`src/rtl/merge_pkg.sv`:
```
// Shared definitions for the merge load sequencer: state encoding, default sizes, pad element.
// Latency: n/a (definitions only).
// Backpressure: n/a.
package merge_pkg;

    localparam int DEF_WIDTH = 8;
    localparam int DEF_N     = 8;

    typedef enum logic [1:0] {
        IDLE   = 2'd0,
        WAIT_B = 2'd1,
        MERGE  = 2'd2,
        OUT    = 2'd3
    } state_t;

    // Pad element used when a lone A block is flushed: all-ones sorts after any real data.
    localparam logic [DEF_WIDTH-1:0] PAD_ELEM = {DEF_WIDTH{1'b1}};

endpackage

```
`src/rtl/merge_lat_cnt.sv`:
```
// Loadable down-counter that times the merge unit; done is high whenever the count is zero.
// Latency: done drops the cycle after load and rises again MERGE_LAT cycles later.
// Backpressure: none; counts every cycle until it saturates at zero.
//
// Ports:
//   clk   rising-edge clock
//   rst   synchronous active-high reset (count cleared, done high)
//   load  reload the count with MERGE_LAT
//   done  count is zero
module merge_lat_cnt #(
    parameter int MERGE_LAT = 2
) (
    input  logic clk,
    input  logic rst,
    input  logic load,
    output logic done
);

    localparam int CW = $clog2(MERGE_LAT + 1);

    logic [CW-1:0] cnt;

    // Saturates at zero so an idle counter never wraps back to a large value.
    always_ff @(posedge clk) begin
        if (rst) begin
            cnt <= '0;
        end else if (load) begin
            cnt <= CW'(MERGE_LAT);
        end else if (cnt != '0) begin
            cnt <= cnt - 1'b1;
        end
    end

    assign done = (cnt == '0);

endmodule

```
`src/rtl/merge_load_ctrl.sv`:
```
// Sequencer feeding two sorted N-element blocks into the 8+8->16 merge unit and returning its 2N-element result.
// Latency: out_valid rises MERGE_LAT+1 edges after the edge that raises load[1].
// Backpressure: in_ready low while merging or holding a result; the result is held until out_ready.
//
// Optional feature: MERGE_FLUSH_EN adds the flush port, which closes a pair with an all-ones B block.
// Ports:
//   clk, rst             clock, synchronous active-high reset
//   in_valid/in_ready    upstream block handshake, in_data = one sorted block (element 0 in LSBs)
//   load, inba           merge unit controls: load[0] captures A (inba low half), load[1] captures B (high half)
//   c_in                 merged result from the merge unit
//   out_valid/out_ready  result handshake, out_data = registered copy of c_in
//   busy                 controller is not IDLE
//   flush                (MERGE_FLUSH_EN only) finish a pair with a padded B block
module merge_load_ctrl
    import merge_pkg::*;
#(
    parameter int WIDTH     = DEF_WIDTH,
    parameter int N         = DEF_N,
    parameter int MERGE_LAT = 2
) (
    input  logic                   clk,
    input  logic                   rst,
    input  logic                   in_valid,
    output logic                   in_ready,
    input  logic [N*WIDTH-1:0]     in_data,
    output logic [1:0]             load,
    output logic [2*N*WIDTH-1:0]   inba,
    input  logic [2*N*WIDTH-1:0]   c_in,
    output logic                   out_valid,
    input  logic                   out_ready,
    output logic [2*N*WIDTH-1:0]   out_data,
    output logic                   busy
`ifdef MERGE_FLUSH_EN
    ,
    input  logic                   flush
`endif
);

    localparam int BW = N * WIDTH;

    state_t state_q;
    state_t state_d;

    logic take_a;
    logic take_b;
    logic pad_b;
    logic capture;
    logic cnt_done;

    merge_lat_cnt #(
        .MERGE_LAT (MERGE_LAT)
    ) u_lat_cnt (
        .clk  (clk),
        .rst  (rst),
        .load (take_b),
        .done (cnt_done)
    );

    // State register
    always_ff @(posedge clk) begin
        if (rst) begin
            state_q <= IDLE;
        end else begin
            state_q <= state_d;
        end
    end

    // Next-state logic; in IDLE/WAIT_B in_ready is high outside reset, so in_valid alone is the handshake.
    always_comb begin
        state_d = state_q;
        take_a  = 1'b0;
        take_b  = 1'b0;
        pad_b   = 1'b0;
        capture = 1'b0;
        case (state_q)
            IDLE: begin
                if (in_valid) begin
                    take_a  = 1'b1;
                    state_d = WAIT_B;
                end
            end
            WAIT_B: begin
                if (in_valid) begin
                    take_b  = 1'b1;
                    state_d = MERGE;
                end
`ifdef MERGE_FLUSH_EN
                else if (flush) begin
                    take_b  = 1'b1;
                    pad_b   = 1'b1;
                    state_d = MERGE;
                end
`endif
            end
            MERGE: begin
                // Counter was loaded on the B edge, so done here means MERGE_LAT+1 edges have passed.
                if (cnt_done) begin
                    capture = 1'b1;
                    state_d = OUT;
                end
            end
            OUT: begin
                if (out_ready) begin
                    state_d = IDLE;
                end
            end
            default: state_d = IDLE;
        endcase
    end

    // Decoded outputs
    always_comb begin
        in_ready = 1'b0;
        busy     = 1'b0;
        if (!rst && (state_q == IDLE || state_q == WAIT_B)) begin
            in_ready = 1'b1;
        end
        if (state_q != IDLE) begin
            busy = 1'b1;
        end
    end

    // Registered outputs to the merge unit and downstream
    always_ff @(posedge clk) begin
        if (rst) begin
            load      <= 2'b00;
            inba      <= '0;
            out_valid <= 1'b0;
            out_data  <= '0;
        end else begin
            // take_a and take_b are mutually exclusive, so load is never 2'b11.
            load <= {take_b, take_a};
            if (take_a) begin
                inba[BW-1:0] <= in_data;
            end
            if (take_b) begin
                // Pad block is every element at its maximum value.
                inba[2*BW-1:BW] <= pad_b ? {BW{1'b1}} : in_data;
            end
            if (capture) begin
                out_data  <= c_in;
                out_valid <= 1'b1;
            end else if (state_q == OUT && out_ready) begin
                out_valid <= 1'b0;
            end
        end
    end

endmodule

```
`config.mk`:
```
export PLATFORM = sky130hd
export DESIGN_NAME = merge_load_ctrl
export DESIGN_NICKNAME = d
export VERILOG_FILES = /design/src/rtl/merge_pkg.sv /design/src/rtl/merge_lat_cnt.sv /design/src/rtl/merge_load_ctrl.sv
export SDC_FILE = /design/constraint.sdc
export NUM_CORES = 1
export LEC_CHECK = 0
export CORE_MARGIN = 2
export CORE_UTILIZATION = 30
export DETAILED_ROUTE_END_ITERATION = 7
export GPL_ROUTABILITY_DRIVEN = 1
export HOLD_SLACK_MARGIN = 0.05
export PLACE_DENSITY = 0.66
export SLEW_MARGIN = 40
export SYNTH_ARGS = -nofsm -noshare
export SYNTH_HDL_FRONTEND = slang
export SYNTH_SLANG_ARGS = --single-unit
```
`constraint.sdc`:
```
create_clock -name clk -period 1.6 [get_ports clk]
set_input_delay 0.16 -clock clk [delete_from_list [all_inputs] [get_ports clk]]
set_output_delay 0.16 -clock clk [all_outputs]
set_load 0.01 [all_outputs]
```
==> flow_summary.toml <==
[cts]
numCtsBuffers = 28
path_clk_slew_ns = 0.06
cts.sinks = 263
cts_tree = "built"
h-tree-depth = 1
root_buffer = "clkbuf_16"
clk_latency_ns = 0.55
clock_path_buffers = 3

[hold_path]
hold_class = "in2reg"
worstHoldPathCells = 3
hp-start = "c_in[35]"
min_to = "out_data[35]$_SDFFE_PP0P_"

[final_layout]
final_area_um2 = 15800
layout-drive-gt1-share = 0.129
diodes = 0
multiInputGateArea_um2 = 3570
seq_area_um2 = 5270
area_growth_pct = 78.2
fillers = 2632
final_cell_mix = "nand2_1, dfxtp_1, clkdlybuf4s50_1, dlygate4sd2_1, a21oi_1"
mostFrequentLayoutCell = "nand2_1"
nets = 1687

[route]
route.detailed.drc = 0
viasPerCell = 4.70
wirelength_mm = 34.4
ant_nets = 0
drtIter0Drc = 352
dr.pass1.iters = 7
via_count = 8909
routedWlPerCell_um = 18.2

[sta]
period_share = 1.02
fin_ws_ns = -0.0256
fin_skew_ns = 0.0175
grt_setup_unrepaired = "yes"
max-slew-margin-rel = 0.552
whs_ns = 0.158
setup_violations = 19
worst_slew_pin_slew_ns = 0.672
finalCriticalPeriod_ns = 1.63
max_freq_mhz = 615
hold_viol_final = 0
slew_viol_final = 0

[floorplanning]
core_area_um2 = 29400
start_util = 0.302
fp.dieW_um = 176
ios = 457
die_area_um2 = 31000
floorplan.rows = 63
die_h_um = 176

[placement]
gp_congestion = 0.778
dp_hpwl_mm = 21.3
place_area_um2 = 13900
io_buffers = 456

[critical_path]
reg2reg_slack_ns = -0.02
path_depth = 5
r2r-start = "state_q[0]$_SDFFE_PP0P_"
crit_required_ns = 1.44
cp-end-kind = "primary output"
crit_family = "flip-flops"
arrival_ns = 1.47
worst_setup_path_start_kind = "flip-flop"
path_cells = "buf_6 -> ha_4 -> nor2_2 -> nor2_1 -> buf_4"
crit_slowest_cell = "dfxtp_2"
cp_max_fo = 4
reg2regPathDepth = 6
reg2reg_to = "out_data[85]$_SDFFE_PP0P_"
criticalPathCategory = "reg2out"
max_stage_delay_ns = 0.34
critPathBufInv = 2

[yosys]
avgSynthCellArea_um2 = 8.75
synth.distinct_cells = 24
syn_inst = 1015
ys_warn_count = 0
ys_seq_area_frac = 0.593
syn_nets = 1216
syn_area_um2 = 8880
ys_ff_latch = 263

[status]
outcome = "finished with violations"
failed_checks = "negative setup slack"

[power_and_ir_drop]
p_leak_nw = 7.76
power_density_nw_per_um2 = 1560
ir_drop_uv = 892

[global_route]
antenna_found_initial = 1
overflow = 0
grt_max_degree = 112
grt_use_total = 0.190
grt_pass1_vias = 8470
grt_pass1_wl_mm = 47.1

[job]
drv_cap = 0
[cells in the mapped netlist]
library cell	n	area (µm²)
dfxtp_1	263	5270
o21ai_0	1	5.00
nand2_1	388	1460
o31ai_1	1	7.51
nand4_1	1	6.26
nand2b_1	1	6.26
buf_6	12	135
a22o_1	64	561
nor2_1	6	22.5
ha_1	5	62.6
a21oi_1	195	976
buf_4	2	15.0
nor3b_2	1	12.5
and2_1	1	6.26
o21bai_1	1	7.51
a211oi_1	1	7.51
inv_1	3	11.3
and3_1	1	6.26
or3b_1	1	8.76
a31oi_1	1	6.26
nor2b_1	1	6.26
buf_2	36	180
clkbuf_1	28	105
and3b_1	1	8.76
[worst reg2reg max path, stage by stage, from the launching register on]
cell,delay [ns]
dfxtp_2,0.34
inv_4,0.08
ha_4,0.16
or3b_4,0.51
buf_16,0.21
nand2_1,0.08
a21oi_1,0.07
[kinds of logic (layout without fill, tap and decap cells)]
group,after synthesis,after routing,synth area share
AO/OA/AOI/OAI,264,264,0.177
adder cells (fa/ha/maj),5,5,0.00704
buffers and inverters,81,569,0.0503
flip-flops,263,263,0.593
AND/OR/NAND/NOR,402,404,0.173
[repair_timing]
| item | CTS | global route |
|---|---|---|
| setup endpoints to repair | 264 | 193 |
| hold buffers | 1 | 0 |
| setup buffers | 5 | 3 |
| cloned | 3 | 23 |
| resized for setup | 200 | 182 |
| endpoints found under the hold margin | 6 | 0 |
| pin swaps | 0 | 40 |
[worst max path at each step]
stage                             from                         end  slack [ns]
2_1_floorplan  state_q[0]$_SDFFE_PP0P_  out_data[100]$_SDFFE_PP0P_        0.10
3_5_place_dp   state_q[0]$_SDFFE_PP0P_   out_data[13]$_SDFFE_PP0P_       -0.07
6_report       state_q[0]$_SDFFE_PP0P_                    in_ready       -0.03
5_1_grt        state_q[0]$_SDFFE_PP0P_                    in_ready       -0.09
4_1_cts        state_q[0]$_SDFFE_PP0P_                    in_ready       -0.04
3_3_place_gp   state_q[0]$_SDFFE_PP0P_   out_data[15]$_SDFFE_PP0P_      -0.008
[through the flow]
step / utilization / setup TNS, ns / power [W] / setup slack (ns) / cells
floorplan: - / 0 / 0.0121 / 0.102 / 1015
global placement: 0.473 / -0.0849 / 0.0163 / -0.00839 / 1812
detailed placement: 0.473 / -1.80 / 0.0164 / -0.0711 / 1812
CTS: 0.504 / -0.0434 / 0.0233 / -0.0434 / 1870
global route: 0.539 / -5.28 / 0.0259 / -0.0918 / 1895
finish: 0.539 / -0.160 / 0.0247 / -0.0256 / 1895
[state kept, by name, indices dropped and copies added (netlist names)]
register	cells
out_data	128
u_lat_cnt.cnt	2
state_q	2
inba	128
load	2
out_valid	1
[layout make-up]
type | count | area share
Timing Repair Buffer | 517 | 0.347
Sequential cell | 263 | 0.333
Multi-Input combinational cell | 673 | 0.226
Clock buffer | 39 | 0.0514
Tap cell | 390 | 0.0308
Clock inverter | 10 | 0.0111
Inverter | 3 | 0.00103
[report_power, final]
group | total, W | internal, W | switching (W)
combinational | 0.00928 | 0.00454 | 0.00474
clock | 0.00697 | 0.00432 | 0.00265
sequential | 0.00845 | 0.00779 | 0.000654
total | 0.0247 | 0.0167 | 0.00805
[layer usage]
metal	GRT usage	vias to the layer above	wire length [µm]
met4	0.0647	2	1170
met1	0.220	4177	13200
met2	0.325	357	16900
li1	-	4308	-
met5	0	-	13
met3	0.0687	65	3200
(Power assumes the default switching activity.)
